<file path="config.mk">
export PLATFORM = sky130hd
export DESIGN_NAME = mext_iter_unit
export DESIGN_NICKNAME = d
export VERILOG_FILES = /design/src/rtl/mext_iter_unit_pkg.sv /design/src/rtl/mext_restoring_div.sv /design/src/rtl/mext_iter_unit.sv
export SDC_FILE = /design/constraint.sdc
export NUM_CORES = 1
export LEC_CHECK = 0
export ABC_AREA = 1
export BUFFER_PORTS_ARGS = -buffer_cell sky130_fd_sc_hd__buf_2
export CAP_MARGIN = 20
export CORE_UTILIZATION = 29
export DETAILED_ROUTE_END_ITERATION = 8
export PLACE_DENSITY = 0.54
export SLEW_MARGIN = 20
export SYNTH_ARGS = -nofsm -noshare
export SYNTH_HDL_FRONTEND = slang
export SYNTH_HIERARCHICAL = 1
export SYNTH_SLANG_ARGS = --single-unit
export TNS_END_PERCENT = 30
</file>
<file path="constraint.sdc">
create_clock -name clk -period 6.4 [get_ports clk]
set_input_delay 0.96 -clock clk [delete_from_list [all_inputs] [get_ports clk]]
set_output_delay 0.96 -clock clk [all_outputs]
set_load 0.01 [all_outputs]
</file>
<file path="src/rtl/mext_iter_unit_pkg.sv">
// Shared types for the iterative M-extension unit.
//  m_funct3_t    : funct3 encoding of the eight M-extension ops
//  mext_state_t  : control FSM state encoding (IDLE/MUL/DIV/DONE)
//  is_signed_rs1 : op treats rs1 as two's complement
//  is_signed_rs2 : op treats rs2 as two's complement
//  is_div_op     : op uses the divider (DIV/DIVU/REM/REMU)
//  is_rem_op     : op returns the remainder (REM/REMU)
package mext_iter_unit_pkg;

  typedef enum logic [2:0] {
    M_MUL    = 3'b000,
    M_MULH   = 3'b001,
    M_MULHSU = 3'b010,
    M_MULHU  = 3'b011,
    M_DIV    = 3'b100,
    M_DIVU   = 3'b101,
    M_REM    = 3'b110,
    M_REMU   = 3'b111
  } m_funct3_t;

  typedef logic [1:0] mext_state_t;

  localparam mext_state_t ST_IDLE = 2'd0;
  localparam mext_state_t ST_MUL  = 2'd1;
  localparam mext_state_t ST_DIV  = 2'd2;
  localparam mext_state_t ST_DONE = 2'd3;

  function automatic logic is_signed_rs1(input m_funct3_t op);
    case (op)
      M_MUL, M_MULH, M_MULHSU, M_DIV, M_REM: is_signed_rs1 = 1'b1;
      default:                               is_signed_rs1 = 1'b0;
    endcase
  endfunction

  function automatic logic is_signed_rs2(input m_funct3_t op);
    case (op)
      M_MUL, M_MULH, M_DIV, M_REM: is_signed_rs2 = 1'b1;
      default:                     is_signed_rs2 = 1'b0;
    endcase
  endfunction

  function automatic logic is_div_op(input m_funct3_t op);
    is_div_op = op[2];
  endfunction

  function automatic logic is_rem_op(input m_funct3_t op);
    is_rem_op = op[2] & op[1];
  endfunction

endpackage

</file>
<file path="src/rtl/mext_restoring_div.sv">
// Unsigned restoring divider datapath, one quotient bit per cycle, MSB first.
//  clk, rst          : clock, asynchronous active-low reset
//  start             : load magnitudes and begin XLEN steps
//  flush             : abandon the running division
//  dividend, divisor : unsigned operand magnitudes (sampled on start)
//  quo_nxt, rem_nxt  : quotient/remainder after the current step
//  last              : the current step is the final one
module mext_restoring_div #(
  parameter int XLEN = 32
) (
  input  logic            clk,
  input  logic            rst,
  input  logic            start,
  input  logic            flush,
  input  logic [XLEN-1:0] dividend,
  input  logic [XLEN-1:0] divisor,
  output logic [XLEN-1:0] quo_nxt,
  output logic [XLEN-1:0] rem_nxt,
  output logic            last
);

  localparam int             CW       = $clog2(XLEN);
  localparam logic [CW-1:0]  CNT_LAST = CW'(XLEN - 1);
  localparam logic [CW-1:0]  CNT_ONE  = CW'(1);

  logic [XLEN-1:0] rem_r;
  logic [XLEN-1:0] quo_r;
  logic [XLEN-1:0] dsr_r;
  logic [CW-1:0]   cnt_r;
  logic            run_r;
  logic [XLEN:0]   part_s;
  logic [XLEN:0]   diff_s;
  logic            borrow_s;

  // One restoring step; quo_r doubles as the dividend shift register.
  // Partial remainder stays below 2*divisor, so bit XLEN of the
  // difference is set exactly when the trial subtraction borrows.
  always_comb begin
    part_s   = {rem_r, quo_r[XLEN-1]};
    diff_s   = part_s - {1'b0, dsr_r};
    borrow_s = diff_s[XLEN];
    rem_nxt  = borrow_s ? part_s[XLEN-1:0] : diff_s[XLEN-1:0];
    quo_nxt  = {quo_r[XLEN-2:0], ~borrow_s};
    last     = run_r & (cnt_r == CNT_LAST);
  end

  // Divider state: load on start, drop on flush, step while running
  always_ff @(posedge clk or negedge rst) begin
    if (!rst) begin
      rem_r <= {XLEN{1'b0}};
      quo_r <= {XLEN{1'b0}};
      dsr_r <= {XLEN{1'b0}};
      cnt_r <= {CW{1'b0}};
      run_r <= 1'b0;
    end else if (start) begin
      rem_r <= {XLEN{1'b0}};
      quo_r <= dividend;
      dsr_r <= divisor;
      cnt_r <= {CW{1'b0}};
      run_r <= 1'b1;
    end else if (flush) begin
      cnt_r <= {CW{1'b0}};
      run_r <= 1'b0;
    end else if (run_r) begin
      rem_r <= rem_nxt;
      quo_r <= quo_nxt;
      cnt_r <= cnt_r + CNT_ONE;
      run_r <= ~last;
    end
  end

endmodule

</file>
<file path="src/rtl/mext_iter_unit.sv">
// Iterative RV M-extension unit (MUL/MULH/MULHSU/MULHU/DIV/DIVU/REM/REMU)
// with valid/ready request and response handshakes and pipeline flush.
//  clk, rst             : clock, asynchronous active-low reset
//  req_valid/req_ready  : request handshake (ready only when idle)
//  req_op               : funct3 of the M op
//  req_rs1, req_rs2     : operands
//  flush                : kill any in-flight op, no response
//  resp_valid/resp_ready: response handshake, result held until taken
//  resp_data            : result, zero while resp_valid is low
//  busy                 : unit is not idle
module mext_iter_unit
  import mext_iter_unit_pkg::*;
#(
  parameter int XLEN     = 32,
  parameter int MUL_STEP = 1
) (
  input  logic            clk,
  input  logic            rst,
  input  logic            req_valid,
  output logic            req_ready,
  input  logic [2:0]      req_op,
  input  logic [XLEN-1:0] req_rs1,
  input  logic [XLEN-1:0] req_rs2,
  input  logic            flush,
  output logic            resp_valid,
  input  logic            resp_ready,
  output logic [XLEN-1:0] resp_data,
  output logic            busy
);

  localparam int              MUL_CYC  = XLEN / MUL_STEP;
  localparam int              MCW      = $clog2(MUL_CYC);
  localparam int              SHW      = $clog2(2 * XLEN);
  localparam logic [MCW-1:0]  MUL_LAST = MCW'(MUL_CYC - 1);
  localparam logic [MCW-1:0]  MCNT_ONE = MCW'(1);
  localparam logic [XLEN-1:0] ZERO     = {XLEN{1'b0}};
  localparam logic [XLEN-1:0] ONES     = {XLEN{1'b1}};
  localparam logic [XLEN-1:0] MIN_INT  = {1'b1, {(XLEN-1){1'b0}}};

  mext_state_t       state_r;
  mext_state_t       state_nxt;
  m_funct3_t         op_s;
  m_funct3_t         op_r;
  logic              s1_s;
  logic              s2_s;
  logic              s1_r;
  logic              s2_r;
  logic [XLEN-1:0]   abs1_s;
  logic [XLEN-1:0]   abs2_s;
  logic              accept_s;
  logic              early_s;
  logic [XLEN-1:0]   early_res_s;
  logic [XLEN-1:0]   mcand_r;
  logic [XLEN-1:0]   mplier_r;
  logic [2*XLEN-1:0] acc_r;
  logic [2*XLEN-1:0] pp_s;
  logic [2*XLEN-1:0] acc_nxt_s;
  logic [2*XLEN-1:0] prod_s;
  logic [MCW-1:0]    mcnt_r;
  logic [SHW-1:0]    msh_s;
  logic              mul_last_s;
  logic [XLEN-1:0]   mul_res_s;
  logic              div_start_s;
  logic              div_last_s;
  logic [XLEN-1:0]   quo_nxt_s;
  logic [XLEN-1:0]   rem_nxt_s;
  logic [XLEN-1:0]   div_res_s;
  logic              load_s;
  logic [XLEN-1:0]   res_s;
  logic [XLEN-1:0]   result_r;
  logic              req_ready_r;
  logic              resp_valid_r;
  logic              busy_r;

  assign req_ready  = req_ready_r;
  assign resp_valid = resp_valid_r;
  assign resp_data  = result_r;
  assign busy       = busy_r;

  // Request decode: operand magnitudes, signs and the RISC-V divide corner cases
  always_comb begin
    op_s   = m_funct3_t'(req_op);
    s1_s   = is_signed_rs1(op_s) & req_rs1[XLEN-1];
    s2_s   = is_signed_rs2(op_s) & req_rs2[XLEN-1];
    abs1_s = s1_s ? -req_rs1 : req_rs1;
    abs2_s = s2_s ? -req_rs2 : req_rs2;
    if (req_rs2 == ZERO) begin
      early_s     = 1'b1;
      early_res_s = is_rem_op(op_s) ? req_rs1 : ONES;
    end else if (is_signed_rs1(op_s) && (req_rs1 == MIN_INT) && (req_rs2 == ONES)) begin
      early_s     = 1'b1;
      early_res_s = is_rem_op(op_s) ? ZERO : MIN_INT;
    end else begin
      early_s     = 1'b0;
      early_res_s = ZERO;
    end
    accept_s    = req_valid & (state_r == ST_IDLE) & ~flush;
    div_start_s = accept_s & is_div_op(op_s) & ~early_s;
  end

  // Multiplier step: add the next MUL_STEP-bit digit's partial product at its weight
  always_comb begin
    pp_s       = {{XLEN{1'b0}}, mcand_r} * {{(2*XLEN-MUL_STEP){1'b0}}, mplier_r[MUL_STEP-1:0]};
    msh_s      = SHW'(mcnt_r) * SHW'(MUL_STEP);
    acc_nxt_s  = acc_r + (pp_s << msh_s);
    prod_s     = (s1_r ^ s2_r) ? -acc_nxt_s : acc_nxt_s;
    mul_res_s  = (op_r == M_MUL) ? prod_s[XLEN-1:0] : prod_s[2*XLEN-1:XLEN];
    mul_last_s = (mcnt_r == MUL_LAST);
  end

  // Divide sign fixup: quotient takes s1^s2, remainder follows the dividend
  always_comb begin
    if (is_rem_op(op_r)) begin
      div_res_s = s1_r ? -rem_nxt_s : rem_nxt_s;
    end else begin
      div_res_s = (s1_r ^ s2_r) ? -quo_nxt_s : quo_nxt_s;
    end
  end

  mext_restoring_div #(
    .XLEN(XLEN)
  ) u_div (
    .clk      (clk),
    .rst      (rst),
    .start    (div_start_s),
    .flush    (flush),
    .dividend (abs1_s),
    .divisor  (abs2_s),
    .quo_nxt  (quo_nxt_s),
    .rem_nxt  (rem_nxt_s),
    .last     (div_last_s)
  );

  // Control FSM next state and the result to latch on entry to DONE
  always_comb begin
    state_nxt = state_r;
    load_s    = 1'b0;
    res_s     = ZERO;
    case (state_r)
      ST_IDLE: begin
        if (!accept_s) begin
          state_nxt = ST_IDLE;
        end else if (is_div_op(op_s) && early_s) begin
          state_nxt = ST_DONE;
          load_s    = 1'b1;
          res_s     = early_res_s;
        end else if (is_div_op(op_s)) begin
          state_nxt = ST_DIV;
        end else begin
          state_nxt = ST_MUL;
        end
      end
      ST_MUL: begin
        if (flush) begin
          state_nxt = ST_IDLE;
        end else if (mul_last_s) begin
          state_nxt = ST_DONE;
          load_s    = 1'b1;
          res_s     = mul_res_s;
        end else begin
          state_nxt = ST_MUL;
        end
      end
      ST_DIV: begin
        if (flush) begin
          state_nxt = ST_IDLE;
        end else if (div_last_s) begin
          state_nxt = ST_DONE;
          load_s    = 1'b1;
          res_s     = div_res_s;
        end else begin
          state_nxt = ST_DIV;
        end
      end
      ST_DONE: begin
        // flush takes priority over the consumer's handshake
        if (flush || resp_ready) begin
          state_nxt = ST_IDLE;
        end else begin
          state_nxt = ST_DONE;
        end
      end
      default: begin
        state_nxt = ST_IDLE;
      end
    endcase
  end

  // State register; status outputs follow the next state so they leave flops directly
  always_ff @(posedge clk or negedge rst) begin
    if (!rst) begin
      state_r      <= ST_IDLE;
      req_ready_r  <= 1'b1;
      resp_valid_r <= 1'b0;
      busy_r       <= 1'b0;
    end else begin
      state_r      <= state_nxt;
      req_ready_r  <= (state_nxt == ST_IDLE);
      resp_valid_r <= (state_nxt == ST_DONE);
      busy_r       <= (state_nxt != ST_IDLE);
    end
  end

  // Operand capture at acceptance and multiplier accumulation while in MUL
  always_ff @(posedge clk or negedge rst) begin
    if (!rst) begin
      op_r     <= M_MUL;
      s1_r     <= 1'b0;
      s2_r     <= 1'b0;
      mcand_r  <= ZERO;
      mplier_r <= ZERO;
      acc_r    <= {(2*XLEN){1'b0}};
      mcnt_r   <= {MCW{1'b0}};
    end else if (accept_s) begin
      op_r     <= op_s;
      s1_r     <= s1_s;
      s2_r     <= s2_s;
      mcand_r  <= abs1_s;
      mplier_r <= abs2_s;
      acc_r    <= {(2*XLEN){1'b0}};
      mcnt_r   <= {MCW{1'b0}};
    end else if ((state_r == ST_MUL) && !flush) begin
      acc_r    <= acc_nxt_s;
      mplier_r <= mplier_r >> MUL_STEP;
      mcnt_r   <= mcnt_r + MCNT_ONE;
    end
  end

  // Result register: loaded on entry to DONE, held there, zero otherwise
  always_ff @(posedge clk or negedge rst) begin
    if (!rst) begin
      result_r <= ZERO;
    end else if (load_s) begin
      result_r <= res_s;
    end else if (state_nxt != ST_DONE) begin
      result_r <= ZERO;
    end else begin
      result_r <= result_r;
    end
  end

endmodule

</file>
======== Word-level counts from Yosys, hierarchy flattened ========
Index checks and enable logic that the tools add are counted.
storage, ports and cells
  memory bits (read-only) ................. 0
  bits in registers ....................... 277
  output and inout bits ................... 35
  word-level logic and storage cells ...... 135
  memories ................................ 0
  bits in latches ......................... 0
  RAM bits ................................ 0
  input port bits ......................... 72
cells by class
  shift-type cells ........................ 1
  bitwise gates (word level) .............. 14
  equal/unequal tests ..................... 14
  divide/modulo/power cells ............... 0
  muxes and demuxes ....................... 60
  add/sub/neg operators ................... 9
  $lt $le $gt $ge ......................... 0
  reductions and logical operators ........ 19
  $mul .................................... 1
operators by type and width
  cell                  count
  $mux 32               27
  $mux 64               3
  $neg 32->32           4
  $pmux 32 s3           1
  $add 64x64->64        1
  $eq 32x32->1 const B  2
  $neg 64->64           1
  $shl 33x5->64         1
  $mul 32x1->33         1
  $sub 33x32->33        1
  $logic_not 32->1      1
  $mux 5                5
  $mux 1                15
  $mux 2                7
  $add 5x1->5 const B   2
  $eq 5x5->1 const B    2
  $and 1x1->1           9
  $pmux 2 s4            1
  $reduce_bool 2->1     4
  $eq 2x2->1 const B    3
  $eq 3x3->1 const B    2
  $logic_not 3->1       2
  $reduce_or 5->1       1
  $logic_and 1x1->1     4
  other kinds (14)      18

======== Depth between registers and ports, before layout ========
Gate-level depths: netlist of the first run.
  depth in word-level cells ............... 15
  gate-level depth with buffers ........... 36
  mapped depth without buffers ............ 35

======== Cells and area by module ========
The synthesis of the first run kept the hierarchy.
by module, submodules not included
  module              instances  sequential area each (µm²)  cells an instance  area each (µm²)
  mext_iter_unit      1          4380.5                      3746               21015.2
  mext_restoring_div  1          2552.4                      1170               7592.3

======== Worst setup path after synthesis of the first run ========
No wires, ideal clock.
  path kind ............................... register to register
  start ................................... register u_div.quo_r[31]
  end ..................................... register result_r[28] (netlist: resp_data[28])
  path buffers ............................ 1
  data required time ...................... 6.332 ns
  library setup time ...................... 0.068 ns
  stages on the path, launching flop included .. 34
  arrival time ............................ 3.968 ns
  period minus slack after synthesis ...... 4.037 ns
  path slack .............................. 2.363 ns
  path through ............................ dfrtp_1 > inv_1 > ha_1 > fa_1 > inv_1 > nand2_1 > nand2_1 > nand3_1 > nand2_2 > nand2_1 > nand2_2 > nand2_2 > nand2_2 > nand2_2 > nand2_4 > buf_8 > nand2_1 > and2_1 > inv_1 > ha_1 > inv_1 > nor3_1 > nand2_1 > nor3_2 > nand4_1 > nor3_2 > a21oi_1 > a21oi_1 > a21oi_1 > o21ai_0 > nand3_1 > o21ai_0 > inv_1 > nand3_1
between the ends
  longest elaborated chain between the ends .. 9
  elaborated cells between the ends (all ways) .. 12
  classes of those cells .................. 3 x add/sub; 8 x mux; 1 x bitwise
RTL lines
  element                   line                      RTL
  start: declaration        mext_restoring_div.sv:27  logic [XLEN-1:0] quo_r;
  start signal: assignment  mext_restoring_div.sv:51  quo_r <= {XLEN{1'b0}};
  start signal: assignment  mext_restoring_div.sv:57  quo_r <= dividend;
  start signal: assignment  mext_restoring_div.sv:66  quo_r <= quo_nxt;
  $sub 33x32->33            mext_restoring_div.sv:40  diff_s = part_s - {1'b0, dsr_r};
  $mux 32                   mext_restoring_div.sv:42  rem_nxt = borrow_s ? part_s[XLEN-1:0] : diff_s[XLEN-1:0];
  named net rem_nxt_s[1]    mext_iter_unit.sv:66      logic [XLEN-1:0] rem_nxt_s;
  $neg 32->32               mext_iter_unit.sv:114     div_res_s = s1_r ? -rem_nxt_s : rem_nxt_s;
  $mux 32                   mext_iter_unit.sv:114
  $mux 32                   mext_iter_unit.sv:113     if (is_rem_op(op_r)) begin
  $mux 32                   mext_iter_unit.sv:167     end else if (div_last_s) begin
  $mux 32                   mext_iter_unit.sv:165     if (flush) begin
  $pmux 32 s3               mext_iter_unit.sv:139     case (state_r)
  $mux 32                   mext_iter_unit.sv:233     end else if (load_s) begin
  end signal: assignment    mext_iter_unit.sv:234     result_r <= res_s;
  end signal: assignment    mext_iter_unit.sv:238     result_r <= result_r;
  end: declaration          mext_iter_unit.sv:70      logic [XLEN-1:0] result_r;
The timed path passes the listed nets, and every way through them passes these cells.
A chain may end at the register's enable or synchronous reset.

======== Worst setup path after layout of the first run ========
  start ................................... register mcnt_r[0]
  end ..................................... register result_r[31] (netlist: resp_data[31])
between the ends
  longest elaborated chain between the ends .. 9
  elaborated cells between the ends (all ways) .. 18
  classes of those cells .................. 2 x add/sub; 2 x eq/ne; 1 x shift; 12 x mux; 1 x reduce/logical
RTL lines
  element                   line                   RTL
  start: declaration        mext_iter_unit.sv:59   logic [MCW-1:0] mcnt_r;
  start signal: assignment  mext_iter_unit.sv:213  mcnt_r <= {MCW{1'b0}};
  start signal: assignment  mext_iter_unit.sv:221  mcnt_r <= {MCW{1'b0}};
  start signal: assignment  mext_iter_unit.sv:225  mcnt_r <= mcnt_r + MCNT_ONE;
  $shl 33x5->64             mext_iter_unit.sv:105  acc_nxt_s = acc_r + (pp_s << msh_s);
  $add 64x64->64            mext_iter_unit.sv:105
  $neg 64->64               mext_iter_unit.sv:106  prod_s = (s1_r ^ s2_r) ? -acc_nxt_s : acc_nxt_s;
  $mux 64                   mext_iter_unit.sv:106
  $mux 32                   mext_iter_unit.sv:107  mul_res_s = (op_r == M_MUL) ? prod_s[XLEN-1:0] : prod_s[2*XLEN-1:XLEN];
  $mux 32                   mext_iter_unit.sv:156  end else if (mul_last_s) begin
  $mux 32                   mext_iter_unit.sv:154  if (flush) begin
  $pmux 32 s3               mext_iter_unit.sv:139
  $mux 32                   mext_iter_unit.sv:233
Several ways; a longest one is shown, not always the timed one.

==> metrics.txt, run 1 <==
slew margin rel. 0.304; layout net count 5101; # resized after CTS 0; Final ANT Viol Nets 0; clock skew 0.0293 ns; gr usage total 0.250; top layer used by detailed routing met5; number of CTS-inserted buffers 39; Clock Sink Count 277; PwrDens 303 nW/um2; Max VDD drop 0.212 mV; Worst Hold Class in2async; antenna violations before repair 26; Max Cap Violations 0; metal2 WL 58200 um; critical path endpoint category flop; Synth Instances 4916; die width 316 um; Req. time, crit path 6.88 ns; Setup CP Type reg2reg; total die area 99900 um2; critical-path maximum fanout 27; share of synthesized flip-flops with an asynchronous set or reset 1.00; CTS root buf clkbuf_16; DR vias 31.8k; CTS Buffer Depth 3; number of iterations in the first detailed-routing pass 6; final setup violation count 0; met3 wire len 8840 um; first-pass GRT wire length 187000 um; Core Area 97100 um2; fin. max-slew vios 0; area delta synth->final 10.8%; H-tree levels 2; Starting Density 0.295; Final TNS setup 0 ns; Detailed Place HPWL 103000 um; routed wire length 127000 um; Synth Register Bits 277; Worst Setup Slack post-DPL 0.624 ns; Worst Setup Start Kind flop; M1 wire length 54700 um; worst skew pair latency 0.62 ns; Slew @ Worst Pin 1.04 ns; WL/cell 20.4 um; Post-CTS Hold Fix Bufs 0; Final Instance Area 31700 um2; PortBufs 106; FMAX 169 MHz; final global-route overflow total 0; Leak Pwr 16.8 nW; Syn Area/Cell 5.82 um2; Worst Reg-to-Reg Cells 24; largest net degree at the start of global routing 125; synth unique cells 64; Synthesized Nets 5095; post-layout util 0.326; WP data arrival 6.41 ns; die height 316 um; fin crit share 0.926; DR DRC count 0; post-route minimum period 5.93 ns; Final GP Congestion 0.979; I/O pin total 107; DRT iter0 DRCs 2724; share of layout cells above drive strength 1 0.0739; Setup Fix Bufs, Post-CTS 0; final setup margin 0.473 ns; sequential fraction of the synthesis area 0.242; Fill cells 11.0k; CTS tree done; Core Rows 114; Final Hold Fails 0; unrepaired setup endpoints after global routing no; Post-synth EDFFs 0; via/cell ratio 5.11; status finished clean; Design Power 9.60 mW; Synthesis Warnings 6; vias in the first global route 29.7k; Post-synth top flop dfrtp_1; Clk pin slew, worst setup/hold paths 0.06 ns; synthesized area 28600 um2; Placed Area 30300 um2
-- synth_stat cells (4+ instances only) --
cell type	number	area (um2)
nand3_1	310	1550
nand3_2	13	130
o311ai_0	5	43.8
o221ai_1	30	263
o21bai_1	7	52.6
xnor2_1	31	272
o22ai_1	22	138
nor3_1	76	380
nor2_1	429	1610
clkbuf_1	127	477
clkinv_1	5	18.8
nor2_2	27	169
mux2i_1	23	230
nand3b_1	32	240
a31oi_1	12	75.1
o21ai_0	398	1990
xor2_1	47	412
inv_1	703	2640
nor4_1	13	81.3
nand2_1	1707	6410
o31ai_1	4	30.0
ha_1	105	1310
o21a_1	4	30.0
o211ai_1	28	210
a21boi_0	18	135
buf_2	5	25.0
buf_4	33	248
nor3_2	5	50.1
buf_1	20	75.1
nand4_1	46	288
inv_2	12	45.0
nand2_2	51	319
and2_1	32	200
dfrtp_1	276	6910
o21ai_1	10	50.1
a21oi_1	195	976
or2_2	14	87.6
-- final timing paths --
path / startpoint / slack, ns / endpoint
max: mcnt_r[0] / 0.47 / resp_data[31]
min: rst / 0.36 / mplier_r[13]
max reg2reg: mcnt_r[0] / 0.47 / resp_data[31]
min reg2reg: mcand_r[5] / 0.48 / mcand_r[5]
max in group asynchronous: rst / 4.62 / u_div/rem_r[21]
min in group clk: mcand_r[5] / 0.48 / mcand_r[5]
-- cells by family (layout without fill, tap and decap cells) --
group                    count (synthesis)  after routing  share of synthesized area
AND/OR/NAND/NOR                       2770           2770                      0.407
XOR/XNOR                                78             78                     0.0239
flip-flops                             277            277                      0.242
buffers and inverters                  909            945                      0.125
multiplexers                            23             23                    0.00805
other                                    0              5                          0
AO/OA/AOI/OAI                          752            752                      0.146
adder cells (fa/ha/maj)                107            107                     0.0473
-- where the power goes --
part           leakage, nW  total, mW  internal [mW]  switching [mW]
clock network        0.675       2.43           1.46           0.969
registers             3.66       2.37           2.10           0.267
logic                 12.5       4.80           1.40            3.40
total                 16.8       9.60           4.96            4.63
-- cells in the final DEF (no fill, tap or decap), types with 23 or more instances in the layout --
cell type,count
xor2_1,47
clkbuf_16,39
buf_2,105
inv_1,701
nand2_1,1707
buf_4,45
nor3_1,75
nor2_2,30
dfrtp_1,276
nand3_1,310
and2_1,32
nand3b_1,32
o211ai_1,28
nand4_1,46
a21oi_1,195
o221ai_1,30
nand2_2,51
nor2_1,423
o21ai_0,398
ha_1,105
xnor2_1,31
mux2i_1,23
-- sequential cells by signal (all words and copies together), names as in the netlist --
register / cells
acc_r: 64
mcand_r: 32
mplier_r: 32
resp_data: 32
u_div/dsr_r: 32
u_div/quo_r: 32
u_div/rem_r: 32
mcnt_r: 5
u_div/cnt_r: 5
op_r: 3
state_r: 2
busy: 1
req_ready: 1
resp_valid: 1
s1_r: 1
s2_r: 1
u_div/run_r: 1
-- critical path, stage by stage (launching register included) --
cell,delay [ns]
dfrtp_1,0.37
inv_1,0.48
o21ai_0,0.22
o21ai_0,0.30
o21ai_0,0.18
o21ai_0,0.52
mux2i_1,0.35
ha_1,0.48
nand2_1,0.13
nor2_1,0.22
inv_1,0.10
nor4_1,0.76
nand2_1,0.20
nand2_1,0.12
nand2_1,0.05
nand2_1,0.11
nand2_1,0.10
nor2_1,0.18
nand2_1,0.15
o21ai_2,0.32
nand2_1,0.09
nand2_1,0.08
nand3_1,0.07
nand2_1,0.14
nand3_1,0.08
-- final cells by class --
cell class              count  area [um2]  area share
diodes                      5        12.5    0.000395
well taps                1276        1600      0.0503
multi-input cells        3730       18100       0.572
inverters                 720        2700      0.0852
repair buffers            154         938      0.0296
flip-flops and latches    277        6930       0.219
clock inverters            19         290     0.00915
clock buffers              52        1090      0.0345
-- per-stage QoR --
step | instances | hold slack, ns
finish | 6233 | 0.355
global route | 6229 | 0.421
CTS | 6228 | 0.393
detailed placement | 6157 | 0.469
global placement | 6157 | 0.464
floorplan | 4916 | 0.446
-- per-layer routing --
metal,vias up,global-route usage
li1,15600,-
met1,14900,0.325
met2,1067,0.412
met3,216,0.0426
met4,36,0.0960
met5,-,0
No activity file was read; power rests on OpenSTA's default activity.
==> run 2: changes to the inputs <==
--- a/config.mk
+++ b/config.mk
@@ -5,12 +5,12 @@
 export SDC_FILE = /design/constraint.sdc
 export NUM_CORES = 1
 export LEC_CHECK = 0
-export ABC_AREA = 1
 export BUFFER_PORTS_ARGS = -buffer_cell sky130_fd_sc_hd__buf_2
 export CAP_MARGIN = 20
 export CORE_UTILIZATION = 29
+export CTS_BUF_LIST = sky130_fd_sc_hd__clkbuf_16
 export DETAILED_ROUTE_END_ITERATION = 8
-export PLACE_DENSITY = 0.54
+export PLACE_DENSITY = 0.55
 export SLEW_MARGIN = 20
 export SYNTH_ARGS = -nofsm -noshare
 export SYNTH_HDL_FRONTEND = slang
==> run 2 against run 1 <==
Against the previous run:
- critical path depth is 1 lower
- fmax is 4.3% lower
- first-iteration DRC count is 4.8% higher
- register-to-register slack worse by 0.27 ns
- sequential share of layout area is 1.8 points higher
- worst setup slack worse by 0.27 ns
- clock power is 21% lower
- sequential cell count stayed put
- clock-buffer cell count is 16 lower
- largest cell class unchanged
- highest routed layer unchanged
==> metrics.txt, run 2 <==
Synthesized Nets 3468 (-32%); via/cell ratio 5.64 (+10%); met1 GRT Util 0.320 (-0.00592); combinational power share 0.625 (+0.125); Synth Instances 3289 (-33%); endpoint of the worst register-to-register path resp_data[31]; synth unique cells 112 (+75%); Most flops, register acc_r; Final TNS setup 0 ns (unchanged); Synthesis Warnings 6 (unchanged); area fraction of the dominant cell type after synthesis 0.270 (+0.0289); Synth top cells by count 540 x nand2_1, 294 x o21ai_0, 287 x nor2_1; post-route minimum period 6.19 ns (+0.267 ns); Worst Hold Class in2async; PwrDens 412 nW/um2 (+36%); fin. max-slew vios 0 (unchanged); largest net degree at the start of global routing 136 (+8.8%); Detailed Place HPWL 84900 um (-18%); gr usage total 0.232 (-0.0184); commonest cells after routing, fill and taps aside 538 x nand2_1, 289 x o21ai_0, 282 x nor2_1; clock skew 0.0364 ns (+0.00706 ns); number of iterations in the first detailed-routing pass 6 (unchanged); routed wire length 106000 um (-16%); Synth area leader dfrtp_1; Starting Density 0.294 (-0.000931); Adder-Cell Fraction of Synth Area 0.0530 (+0.00567); Psw 5.91 mW (+28%); final setup violation count 0 (unchanged); final setup margin 0.207 ns (-0.267 ns); Hold WS 0.372 ns (+0.0165 ns); Setup CP Type reg2reg; number of CTS-inserted buffers 36 (-7.7%); max reg flops 64 (unchanged); first-pass GRT wire length 158000 um (-16%); final global-route overflow total 0 (unchanged); DR DRC count 0 (unchanged); Final Instance Area 29300 um2 (-7.7%); PortBufs 106 (unchanged); die width 299 um (-5.5%); I/O pin total 107 (unchanged); sequential power share 0.215 (-0.032); Slew @ Worst Pin 1.12 ns (+0.0754 ns); DRT iter0 DRCs 2856 (+4.8%); Post-synth EDFFs 0 (unchanged); top post-synthesis cells by area dfrtp_1 27%, nand2_1 7.9%, o21ai_0 5.8%; fin crit share 0.968 (+0.0417); Max VDD drop 0.255 mV (+21%); unrepaired setup endpoints after global routing no; Max Cap Violations 0 (unchanged); Syn Area/Cell 7.77 um2 (+33%); Clk pin slew, worst setup/hold paths 0.06 ns (about the same); Internal 6.16 mW (+24%); vias in the first global route 24.1k (-19%); die height 299 um (-5.5%); post-route insts no fill 4581 (-27%); Synth Area in Compound Gates 0.241 (+0.0947); WP data arrival 6.64 ns (+0.23 ns); sequential fraction of the synthesis area 0.271 (+0.0290); Worst Reg-to-Reg Cells 23 (-4.2%); largest family of logic cells by synthesized area compound AO/OA/AOI/OAI gates; Clock Sink Count 277 (unchanged); RR Startpoint mcnt_r[0]; Placed Area 28000 um2 (-7.6%); WL/cell 23.2 um (+14%); most used routing layer met2; GR Layer Usage met3 0.0395 (-0.00310); Worst Setup Start Kind flop; slew margin rel. 0.252 (-0.0522); area delta synth->final 14.6%; total die area 89300 um2 (-11%); status finished clean; FMAX 161 MHz (-4.3%); post-synthesis mux area share 0.0585 (+0.0505); layout net count 3576 (-30%); Clock power frac 0.160 (-0.093); synthesized area 25500 um2 (-11%); Post-synth top flop dfrtp_1; Final Hold Fails 0 (unchanged); Worst R2R Setup Slack 0.21 ns (-0.27 ns); Synth Register Bits 277 (unchanged); commonest non-fill, non-tap cell in the layout nand2_1; Synth Area in XOR/XNOR 0.0870 (+0.0631); critical-path maximum fanout 18 (-33%); Post-CTS Hold Fix Bufs 0 (unchanged); antenna violations before repair 17 (-35%); Final GP Congestion 1.03 (+4.9%); Req. time, crit path 6.84 ns (-0.04 ns); Core Rows 108 (-5.3%); CTS tree done; Core Area 87000 um2 (-10%); Worst Setup Slack post-DPL -0.0944 ns (-0.719 ns); Fill cells 9382 (-15%); CTS Buffer Depth 3 (unchanged); met2 usage 0.356 (-0.0558); sw frac 0.490 (+0.00697); worst skew pair latency 0.58 ns (-0.04 ns); share of synthesized flip-flops with an asynchronous set or reset 1.00 (unchanged); critical path endpoint category flop; most common cell in the synthesized netlist nand2_1; Post-Synth Simple-Gate Area 0.233 (-0.175); H-tree levels 2 (unchanged); CTS root buf clkbuf_16; DR vias 25.8k (-19%); share of layout cells above drive strength 1 0.151 (+0.0772); Final ANT Viol Nets 0 (unchanged); placed insts 4504 (-27%); Leak Pwr 12.6 nW (-25%)
[run 2: cell types whose count changed in the layout (fill, tap and decap cells not counted), moves of 39 or more]
cell      change
nand2_1    -1169
inv_1       -604
xnor2_1     +106
nand2b_1     +41
a31oi_1      +39
a22o_1       +40
nor2_1      -141
nand3_1     -244
xor2_1       +63
o21ai_0     -109
mux2i_1      +60
buf_4       +156
nand2_2      -49
[run 2: worst max-delay path by stage]
stage / from / end / slack [ns] / depth (start not counted)
global route: mcnt_r[0] / resp_data[22] / 0.01 / 23
detailed placement: u_div/quo_r[31] / resp_data[28] / -0.09 / 22
global placement: mcnt_r[0] / resp_data[17] / -0.10 / 20
CTS: u_div/quo_r[31] / resp_data[28] / 0.05 / 22
finish: mcnt_r[0] / resp_data[31] / 0.21 / 23
floorplan: mcnt_r[0] / resp_data[7] / 0.73 / 25
[run 2: logic make-up after synthesis]
logic type	count (synthesis)
AND/OR/NAND/NOR	1266
AO/OA/AOI/OAI	928
buffers and inverters	330
flip-flops	277
XOR/XNOR	252
multiplexers	129
adder cells (fa/ha/maj)	107
[run 2: final cells by class]
type / count / area, um2 / share of cell area
Clock buffer: 36 / 901 / 0.0308
Antenna cell: 4 / 10.0 / 0.000342
Timing Repair Buffer: 310 / 2110 / 0.0721
Multi-Input combinational cell: 2682 / 17400 / 0.593
Inverter: 90 / 338 / 0.0115
Sequential cell: 277 / 6940 / 0.237
Clock inverter: 27 / 171 / 0.00586
Tap cell: 1155 / 1450 / 0.0494
[run 2: worst max-delay path, stage by stage (launching register included)]
cell	delay [ns]
dfrtp_4	0.57
buf_4	0.19
mux2i_1	0.13
nor2_1	0.19
nand2_1	0.07
o21ai_0	0.08
nand2_1	0.09
buf_4	0.18
nor2_1	0.33
ha_1	0.40
a21oi_1	0.39
a21oi_1	0.24
o2111ai_1	0.61
nand2_1	0.34
a31oi_1	0.40
xnor2_1	0.27
nor4_1	0.33
buf_4	0.17
nand4b_4	0.13
buf_4	0.18
nor4_1	0.38
buf_4	0.19
o211ai_1	0.07
o311ai_0	0.13
[run 2: layer usage]
layer / vias to the layer above / part of all wire
met4: 16 / 0.047
li1: 12100 / -
met1: 12400 / 0.43
met5: - / 0.0011
met3: 220 / 0.079
met2: 1095 / 0.44
[run 2: repair_timing]
item                       in CTS  in global routing
pin swaps                       0                  1
resized for setup               3                 21
buffers inserted                0                 10
setup endpoints to repair       3                 17
[run 2: power by group through the flow]
stage          combinational [mW]  clock (mW)  sequential (mW)
2_1_floorplan                5.31           0             2.41
3_3_place_gp                 7.29           0             2.61
3_5_place_dp                 7.28           0             2.62
4_1_cts                      7.33        1.96             2.59
5_1_grt                      8.09        2.03             2.65
6_report                     7.54        1.93             2.60
[run 2: per-stage QoR]
stage,utilization,total power [mW]
floorplan,-,7.72
global placement,0.322,9.91
detailed placement,0.322,9.90
CTS,0.334,11.9
global route,0.336,12.8
finish,0.336,12.1
